File: src/rtl/int2str_seq.sv
// Sequential binary-to-BCD converter (double dabble, one input bit per clock)
// with signed mode, overflow saturation and significant-digit count.
module int2str_seq #(
  parameter int unsigned WIDTH  = 16,
  parameter int unsigned DIGITS = 5,
  parameter int unsigned DW     = $clog2(DIGITS + 1)
) (
  input  logic                  iClock,
  input  logic                  iReset_n,
  input  logic                  iStart,
  input  logic                  iSigned,
  input  logic [WIDTH-1:0]      iBinary,
  output logic                  oBusy,
  output logic                  oDone,
  output logic [4*DIGITS-1:0]   oBcd,
  output logic                  oNeg,
  output logic                  oOverflow,
  output logic [DW-1:0]         oDigits
);

  localparam int unsigned BW = 4 * DIGITS;
  localparam int unsigned CW = $clog2(WIDTH + 1);

  typedef enum logic [1:0] {IDLE, SHIFT, DONE} stateT;

  stateT            state;
  logic [WIDTH-1:0] shiftReg;
  logic [BW-1:0]    acc;
  logic [BW-1:0]    accAdj;
  logic [CW-1:0]    bitCnt;
  logic             negPend;
  logic             ovfSticky;
  logic [DW-1:0]    sigDigits;

  // Add-3 correction on every digit that would exceed 9 after doubling
  always_comb begin
    accAdj = acc;
    for (int d = 0; d < int'(DIGITS); d++) begin
      if (acc[4*d +: 4] >= 4'd5) accAdj[4*d +: 4] = acc[4*d +: 4] + 4'd3;
    end
  end

  // Position of the highest non-zero digit; zero reads as one digit
  always_comb begin
    sigDigits = DW'(1);
    for (int d = 1; d < int'(DIGITS); d++) begin
      if (acc[4*d +: 4] != 4'd0) sigDigits = DW'(d + 1);
    end
    if (ovfSticky) sigDigits = DW'(DIGITS);
  end

  always_ff @(posedge iClock or negedge iReset_n) begin
    if (!iReset_n) begin
      state     <= IDLE;
      shiftReg  <= '0;
      acc       <= '0;
      bitCnt    <= '0;
      negPend   <= 1'b0;
      ovfSticky <= 1'b0;
      oBusy     <= 1'b0;
      oDone     <= 1'b0;
      oBcd      <= '0;
      oNeg      <= 1'b0;
      oOverflow <= 1'b0;
      oDigits   <= DW'(1);
    end else begin
      oDone <= 1'b0;
      case (state)
        IDLE: begin
          if (iStart) begin
            shiftReg  <= (iSigned && iBinary[WIDTH-1]) ? WIDTH'(-iBinary) : iBinary;
            negPend   <= iSigned & iBinary[WIDTH-1];
            acc       <= '0;
            ovfSticky <= 1'b0;
            bitCnt    <= CW'(WIDTH);
            oBusy     <= 1'b1;
            state     <= SHIFT;
          end
        end
        SHIFT: begin
          // A carry out of the top digit means the magnitude needs more digits
          {acc, shiftReg} <= {accAdj[BW-2:0], shiftReg, 1'b0};
          ovfSticky       <= ovfSticky | accAdj[BW-1];
          bitCnt          <= bitCnt - CW'(1);
          if (bitCnt == CW'(1)) state <= DONE;
        end
        DONE: begin
          oBcd      <= ovfSticky ? {DIGITS{4'h9}} : acc;
          oNeg      <= negPend;
          oOverflow <= ovfSticky;
          oDigits   <= sigDigits;
          oDone     <= 1'b1;
          oBusy     <= 1'b0;
          state     <= IDLE;
        end
        default: state <= IDLE;
      endcase
    end
  end

endmodule

File: config.mk
export PLATFORM = sky130hd
export DESIGN_NAME = int2str_seq
export DESIGN_NICKNAME = d
export VERILOG_FILES = /design/src/rtl/int2str_seq.sv
export SDC_FILE = /design/constraint.sdc
export NUM_CORES = 1
export LEC_CHECK = 0
export ABC_AREA = 1
export CORE_AREA = 2 2 89 91
export DETAILED_ROUTE_END_ITERATION = 10
export DIE_AREA = 0 0 91 93
export PLACE_DENSITY_LB_ADDON = 0.15
export SETUP_SLACK_MARGIN = 0.02
export SYNTH_ARGS = -nofsm -noshare
export SYNTH_HDL_FRONTEND = slang
export SYNTH_SLANG_ARGS = --single-unit
File: constraint.sdc
create_clock -name iClock -period 1.5 [get_ports iClock]
set_input_delay 0.375 -clock iClock [delete_from_list [all_inputs] [get_ports iClock]]
set_output_delay 0.375 -clock iClock [all_outputs]
set_load 0.02 [all_outputs]
Yosys cells after proc, flatten, opt, wreduce, memory -nomap -nowiden
Cells that the tools add are included.
{"block": "totals", "regBits": 72, "latch_bits": 0, "mem_bits_rw": 0, "rom_bits": 0, "in_bits": 20, "output_inout_bits": 27, "wordCells": 69, "memories": 0}
{"block": "classes", "addsub": 7, "mul": 0, "div_mod_pow": 0, "n_lt_le_gt_ge": 5, "eq_ne": 5, "n_shift": 0, "mux": 26, "bitwise_logic": 2, "n_reduce_logical": 12}
{"operator": "$mux W20", "n": 2}
{"operator": "$pmux W20 S2", "n": 1}
{"operator": "$mux W16", "n": 2}
{"operator": "$pmux W16 S2", "n": 1}
{"operator": "$add A4 B2 Y4 const B", "n": 5}
{"operator": "$ge A4 B3 Y1 const B", "n": 5}
{"operator": "$mux W4", "n": 5}
{"operator": "$neg A16 Y16", "n": 1}
{"operator": "$reduce_bool A4 Y1", "n": 4}
{"operator": "$mux W3", "n": 4}
{"operator": "$pmux W5 S2", "n": 1}
{"operator": "$reduce_and A2 Y1", "n": 4}
{"operator": "$mux W2", "n": 3}
{"operator": "$eq A5 B1 Y1 const B", "n": 1}
{"operator": "$mux W5", "n": 1}
{"operator": "$sub A5 B1 Y5 const B", "n": 1}
{"operator": "$ne A2 B2 Y1 const B", "n": 2}
{"operator": "$pmux W1 S2", "n": 2}
{"operator": "$pmux W2 S2", "n": 1}
{"operator": "$reduce_bool A2 Y1", "n": 2}
{"operator": "$mux W1", "n": 3}
{"operator": "$eq A2 B1 Y1 const B", "n": 1}
{"operator": "$eq A2 B2 Y1 const B", "n": 1}
{"operator": "$logic_not A2 Y1", "n": 1}
{"operator": "other kinds (3)", "n": 3}

Depth between registers and ports, before layout
Gate-level depths: netlist of run 1.
{"block": "depth", "ltp_word": 6, "mapped_depth": 8, "mapped_depth_nobuf": 8}

Worst setup path before layout of run 1
OpenSTA, ideal clock, no wires.
{"block": "synth_path", "path_kind": "register -> register", "from": "register acc[4]", "to": "register acc[5]", "setup_ns": 0.126, "arrival_ns": 1.298, "required_ns": 1.374, "setup_slack_ns": 0.076, "stages_incl_launch_ff": 9, "n_path_buf": 0, "period_less_slack_ns": 1.424, "path_cell_list": "dfrtp_1 inv_1 ha_1 inv_1 nor2_1 o21ai_0 a21oi_1 o21ai_0 o21ai_2"}
{"block": "synth_via", "elab_chain_cells": 3, "word_cells_on_any_way": 4, "cone_classes": "add/sub: 1; order compare: 1; mux: 2"}
{"item": "start: declaration", "line": "28", "source": "logic [BW-1:0] acc;"}
{"item": "start signal: assignment", "line": "82", "source": "{acc, shiftReg} <= {accAdj[BW-2:0], shiftReg, 1'b0};"}
{"item": "$add A4 B2 Y4 or $ge A4 B3 Y1 (tied branches)", "line": "39", "source": "if (acc[4*d +: 4] >= 4'd5) accAdj[4*d +: 4] = acc[4*d +: 4] + 4'd3;"}
{"item": "$mux W4 (*)", "line": "39"}
{"item": "$pmux W20 S2 (*)", "line": "68", "source": "case (state)"}
Every way passes the cells marked *; elsewhere a longest branch is shown, timed or not.
A chain may end at the register's enable or synchronous reset.

Worst setup path after layout of run 1
{"block": "layout_path", "from": "register acc[12]", "to": "register acc[14]"}
Same word-level chain as after synthesis.

==> impl_metrics.tcl, run 1 <==
set metrics [dict create \
    status "finished clean" \
    max_cap_violations 0 \
    ios 47 \
    grt_pass1_wl_um 13550 \
    path_max_fanout 4 \
    critPathBufInv 2 \
    insertion_delay_ns 0.35 \
    syn_area_sq_um 3681 \
    synth_edf_count 0 \
    synth_top_cell_by_area "dfrtp_1" \
    ant_nets 0 \
    fin_worst_skew_ns 0.007877 \
    cts_hold_buffers 0 \
    syn_area_per_cell_sq_um 8.764 \
    cts_buffers 9 \
    cp_top_family "compound AO/OA/AOI/OAI gates" \
    clock_sinks 72 \
    first_iter_violations 102 \
    whs_ns 0.04073 \
    crit_type "reg -> reg" \
    min_period_ns 1.433 \
    cts_buffer_depth 2 \
    rows 32 \
    dpl.hpwl_um 5741 \
    cp_data_arrival_time_ns 1.71 \
    grtUsageMet1_pct 24.17 \
    io_buffers 46 \
    fin_crit_sh_pct 95.54 \
    slowest_delay_ns 0.42 \
    async_reset_ff_share_pct 100.0 \
    yosysWarnings 0 \
    antennaDiodeCount 0 \
    grt_pass1_vias 3003 \
    ys_top_cells_by_area "dfrtp_1, nand2_1, o21ai_0" \
    grt_overflow_total 0 \
    wl_um 8094 \
    routedWlPerCell_um 12.93 \
    use_met3_pct 3.384 \
    die_w_um 91 \
    syn-instance-count 420 \
    dieArea_sq_um 8463 \
    ys_seq_elements 72 \
    p_switching_mw 3.815 \
    vias 3178 \
    met2_usage_pct 36.05 \
    dieHeight_um 93 \
    busiest_layer "met2" \
    hp-class "in -> async" \
    dr.pass1.iters 5 \
    p_int_mw 5.489 \
    worstPathCellList "inv_1 > ha_2 > inv_1 > o21ai_2 > nand2_2 > a21oi_2 > o21ai_1 > o21ai_1" \
    p_comb_share_pct 49.9 \
    drc 0 \
    fmax_ghz 0.6978 \
    finalHoldViolCount 0 \
    core_area_sq_um 7527 \
    gp_congestion 0.7771 \
    drive_gt1_share_pct 24.05 \
    ir_drop_mv 0.7660 \
    seq_area_frac_synth_pct 48.98 \
    ys_types 33 \
    cpMaxStageDelayCell "dfrtp_1" \
    start_util_pct 48.90 \
    power.share.clock_pct 16.2 \
    p_total_mw 9.303 \
    antenna_found_initial 0 \
    finalMaxSlewViolations 0 \
    tritoncts "yes" \
    worstSetupEndpointType "flop" \
    nets 553 \
    grt_max_degree 73 \
    synth_top_area_share_pct 48.27 \
    syn-num-nets 454 \
    htree_levels 3 \
    vias_per_cell 5.077 \
    p_sw_share_pct 41.00 \
    power-per-cell-area_nw_per_um2 1908 \
    p_leak_nw 2.280 \
    grt.total_usage_pct 20.01 \
    synthFlopType "dfrtp_1" \
    finalSetupViolCount 0 \
    root_buffer "clkbuf_8" \
    area_delta_synth_final_pct 32.49 \
    slew_headroom_pct 74.70 \
    critPathLaunchType "flop" \
    required_ns 1.77 \
    p_seq_share_pct 33.9 \
    clk_pin_slew_ns 0.08 \
    worst_slew_pin_slew_ns 0.3795 \
]
[path summary, 6_finish.rpt]
check                      cells past startpoint             startpoint  slack (ns)                    end
max in group asynchronous                      2               iReset_n        1.14   state[1]$_DFFE_PN0P_
setup / recovery                               8    acc[12]$_DFFE_PN0P_        0.07    acc[14]$_DFFE_PN0P_
setup reg to reg                               8    acc[12]$_DFFE_PN0P_        0.07    acc[14]$_DFFE_PN0P_
hold reg to reg                                1  bitCnt[4]$_DFFE_PN0P_        0.47  bitCnt[4]$_DFFE_PN0P_
hold / removal                                 2               iReset_n        0.04   oBcd[11]$_DFFE_PN0P_
min in group iClock                            1  bitCnt[4]$_DFFE_PN0P_        0.47  bitCnt[4]$_DFFE_PN0P_
[worst reg2reg max path, delay by kind of cell (launching register included)]
kind / cells / cell delay (ns)
compound gates: 4 / 0.49
fa+ha+maj: 1 / 0.18
buf+inv: 2 / 0.15
flops: 1 / 0.42
simple gates: 1 / 0.12
[layer usage]
metal  vias up  wire length, um
met4         0              159
met1      1472             3529
li1       1613                -
met5         -                0
met3        16              310
met2        77             4094
[flip-flops by register name, summed over array words and instances, names as in the netlist, 2 cells and up]
register  count
acc          20
state         2
shiftReg     16
oDigits       3
oBcd         20
bitCnt        5
[cells by family (layout without fill, tap and decap cells)]
family / after synthesis / in the layout / share of synthesized area (%)
mux: 1 / 1 / 0.2719
flops: 72 / 72 / 48.98
simple gates: 149 / 149 / 17.98
xor+xnor: 7 / 7 / 1.666
compound gates: 121 / 121 / 19.61
buf+inv: 56 / 160 / 6.730
fa+ha+maj: 14 / 14 / 4.759
[stage by stage]
step | setup WS (ns) | utilization (%) | instance area (sq um) | cells | setup TNS (ns)
2_1_floorplan | 0.07620 | - | 3681 | 420 | 0
3_3_place_gp | -0.2089 | 60.56 | 4558 | 599 | -4.466
3_5_place_dp | -0.3024 | 60.56 | 4558 | 599 | -5.498
4_1_cts | 0.02416 | 62.67 | 4717 | 615 | 0
5_1_grt | -0.01405 | 64.79 | 4877 | 626 | -0.02101
6_report | 0.06695 | 64.79 | 4877 | 626 | 0
[what timing repair did]
item / 4_1_cts / 5_1_grt
endpoints found under the hold margin: 0 / 0
resized for setup: 31 / 41
endpoints found under the setup margin: 28 / 33
buffers inserted: 0 / 11
pin swaps: 0 / 4
[synthesized netlist by cell type (5+ instances only)]
| cell | count |
|---|---|
| nor2_1 | 38 |
| inv_2 | 5 |
| o21ai_1 | 11 |
| inv_1 | 38 |
| a21oi_1 | 30 |
| dfrtp_1 | 71 |
| ha_1 | 14 |
| buf_2 | 9 |
| o21ai_0 | 45 |
| o21ai_2 | 11 |
| nand2_1 | 76 |
| a22oi_1 | 14 |
| nand3_1 | 22 |
| xor2_1 | 5 |
[cells in the final DEF, fill, tap and decap left out, types with 3 or more instances in the layout]
| master | instances |
|---|---|
| nor2_1 | 37 |
| ha_2 | 3 |
| nand2_1 | 73 |
| o21ai_2 | 13 |
| o22ai_1 | 3 |
| clkbuf_8 | 9 |
| xor2_1 | 5 |
| nand3_1 | 21 |
| buf_12 | 4 |
| ha_1 | 10 |
| dfrtp_1 | 70 |
| a21oi_2 | 4 |
| clkdlybuf4s50_1 | 18 |
| a21oi_1 | 26 |
| clkinvlp_4 | 4 |
| o21ai_1 | 20 |
| buf_4 | 51 |
| inv_2 | 10 |
| inv_1 | 31 |
| nand2_2 | 3 |
| a22oi_1 | 14 |
| o21ai_0 | 34 |
| dlygate4sd2_1 | 23 |
[power by group through the flow]
stage               clock (mW)  sequential (mW)  combinational (mW)
global route              1.64             3.25                5.18
detailed placement           0             3.17                4.31
finish                    1.51             3.16                4.64
global placement             0             3.15                4.16
floorplan                    0             3.25                2.74
CTS                       1.53             3.13                4.24
[cell type report]
class,instances,area (sq um)
fill,667,2650
sequential,72,1804
multi-input combinational,292,1700
timing repair buffer,101,879.6
inverter,43,168.9
tap,102,127.6
clock buffer,9,123.9
clock inverter,7,72.57
Note: power is estimated with default switching activity, not from simulation.
==> run 2: changes to the inputs <==
==> constraint.sdc (replaced) <==
create_clock -name iClock -period 1.24 [get_ports iClock]
set_input_delay 0.31 -clock iClock [delete_from_list [all_inputs] [get_ports iClock]]
set_output_delay 0.31 -clock iClock [all_outputs]
set_load 0.02 [all_outputs]
==> run 2 against run 1 <==
Effect of this change: the flow now finishes with violations (hold timing, setup timing); first-iteration DRC count is 51% higher; critical path depth stayed put; non-clock buffer count is 58 higher; sequential cell count stayed put; global-route usage is 2.7 points higher; via count is 16% higher; fmax is 0.77% higher; wire length is 44% higher; final cell count is 9.3% higher.
==> impl_metrics.tcl, run 2 (synthesis gave the netlist of run 1 again) <==
set metrics [dict create \
    grt.total_usage_pct 22.76 \
    hp-class "in -> async" \
    first_iter_violations 154 \
    timing.rr.end "acc[14]$_DFFE_PN0P_" \
    layout_commonest_cell "buf_4" \
    cp_top_family "compound AO/OA/AOI/OAI gates" \
    dr.pass1.iters 4 \
    multi_input_area_sq_um 2205 \
    fin_worst_skew_ns 0.01363 \
    worstSetupStartpoint "acc[13]$_DFFE_PN0P_" \
    path_max_fanout 4 \
    fin_crit_sh_pct 114.7 \
    fmax_ghz 0.7032 \
    p_total_mw 15.20 \
    core_area_sq_um 7527 \
    worst_slack_ns -0.1821 \
    grt_pass1_wl_um 15550 \
    finalMaxSlewViolations 0 \
    status "complete, but fails checks" \
    finalSetupViolCount 47 \
    path_depth 8 \
    ir_drop_mv 0.9497 \
    antennaDiodeCount 0 \
    cp-endpoint "acc[14]$_DFFE_PN0P_" \
    root_buffer "clkbuf_8" \
    min_period_ns 1.422 \
    fillers 433 \
    rows 32 \
    reg_top3 "acc (20), oBcd (20), shiftReg (16)" \
    routedWlPerCell_um 17.02 \
    ios 47 \
    io_buffers 46 \
    slowest_delay_ns 0.41 \
    drc 0 \
    ff2ff_path_depth 8 \
    met2_usage_pct 42.28 \
    cts_buffer_depth 2 \
    whs_ns -0.01592 \
    insertion_delay_ns 0.35 \
    critPathBufInv 2 \
    tritoncts "yes" \
    seq_area_sq_um 1804 \
    slew_headroom_pct 74.06 \
    grtUsageMet1_pct 26.02 \
    vias 3688 \
    dpl.hpwl_um 5860 \
    r2r-start "acc[13]$_DFFE_PN0P_" \
    rsz0062_at_grt "yes" \
    grt_max_degree 73 \
    p_leak_nw 2.805 \
    clk_pin_slew_ns 0.08 \
    htree_levels 3 \
    wl_um 11640 \
    area_delta_synth_final_pct 65.33 \
    worst_slew_pin_slew_ns 0.3892 \
    max_cap_violations 0 \
    cp_common_cell "o21ai_1" \
    vias_per_cell 5.392 \
    cp_data_arrival_time_ns 1.70 \
    gp_congestion 0.8343 \
    finalHoldViolCount 24 \
    busiest_layer "met2" \
    power-per-cell-area_nw_per_um2 2498 \
    ant_nets 0 \
    clock_sinks 72 \
    use_met3_pct 3.143 \
    grt_overflow_total 0 \
    required_ns 1.52 \
    final_cell_mix "buf_4, dfrtp_1, nand2_1" \
    worstSetupEndpointType "flop" \
    dp_slack_ns -0.4407 \
    reg2reg_slack_ns -0.18 \
    antenna_found_initial 0 \
    cts_buffers 9 \
    worstPathCellList "inv_2 > ha_4 > inv_4 > o21ai_4 > nand2_2 > a21oi_2 > o21ai_1 > o21ai_1" \
    violations "hold timing, setup timing" \
    die_w_um 91 \
    critPathLaunchType "flop" \
    nets 611 \
    dieArea_sq_um 8463 \
    drive_gt1_share_pct 53.26 \
    grt_pass1_vias 3480 \
    dieHeight_um 93 \
    cpMaxStageDelayCell "dfrtp_1" \
    start_util_pct 48.90 \
    crit_type "reg -> reg" \
]
## run 2: cell types whose count changed in the layout (fill, tap and decap cells not counted), moves of 13 or more
cell	before	now
o21ai_2	13	27
a22oi_2	0	13
a21oi_2	4	21
a22oi_1	14	1
o21ai_0	34	10
buf_6	0	29
nand2_1	73	57
buf_4	51	82
a21oi_1	26	8
dlygate4sd2_1	23	7
## run 2: layer usage
layer  share of wire, %  wire, um
met1                 40      4612
met2                 54      6296
met3                3.3       388
met4                2.9       343
met5                  0         0
## run 2: final cells by class
| type | instances | share of cell area, % |
|---|---|---|
| Multi-Input combinational cell | 292 | 36.23 |
| Sequential cell | 72 | 29.65 |
| Timing Repair Buffer | 159 | 25.29 |
| Inverter | 43 | 3.104 |
| Clock buffer | 11 | 2.323 |
| Tap cell | 102 | 2.097 |
| Clock inverter | 5 | 1.316 |
## run 2: worst min path at each step
stage	start	endpoint	slack [ns]	cells past startpoint
final	iReset_n	acc[13]$_DFFE_PN0P_	-0.02	2
after global routing	iReset_n	oOverflow$_DFFE_PN0P_	0.02	2
after CTS	iReset_n	oBcd[7]$_DFFE_PN0P_	0.005	2
after detailed placement	iReset_n	oOverflow$_DFFE_PN0P_	0.37	2
after global placement	iReset_n	oOverflow$_DFFE_PN0P_	0.37	2
after floorplan	iReset_n	acc[0]$_DFFE_PN0P_	0.01	0
## run 2: report_power, final
group / internal [mW] / total (mW) / switching (mW)
clock: 1.19 / 2.10 / 0.911
sequential: 3.24 / 4.01 / 0.761
combinational: 4.44 / 9.10 / 4.66
## run 2: stage by stage
step	instance area, sq um	hold WS (ns)	TNS (ns)	cells	util, %
CTS	5259	0.004777	-0.4827	650	69.86
detailed placement	4826	0.3719	-11.94	622	64.11
global placement	4826	0.3689	-11.42	622	64.11
global route	6086	0.01756	-5.152	684	80.85
finish	6086	-0.01592	-2.184	684	80.85
floorplan	3755	0.01441	-0.02134	420	-
## run 2: timing repair
action / 4_1_cts / 5_1_grt
resized for setup: 196 / 136
setup buffers: 13 / 29
gates cloned: 0 / 6
pin swaps: 21 / 27
hold buffers: 0 / 0
endpoints found under the setup margin: 80 / 84
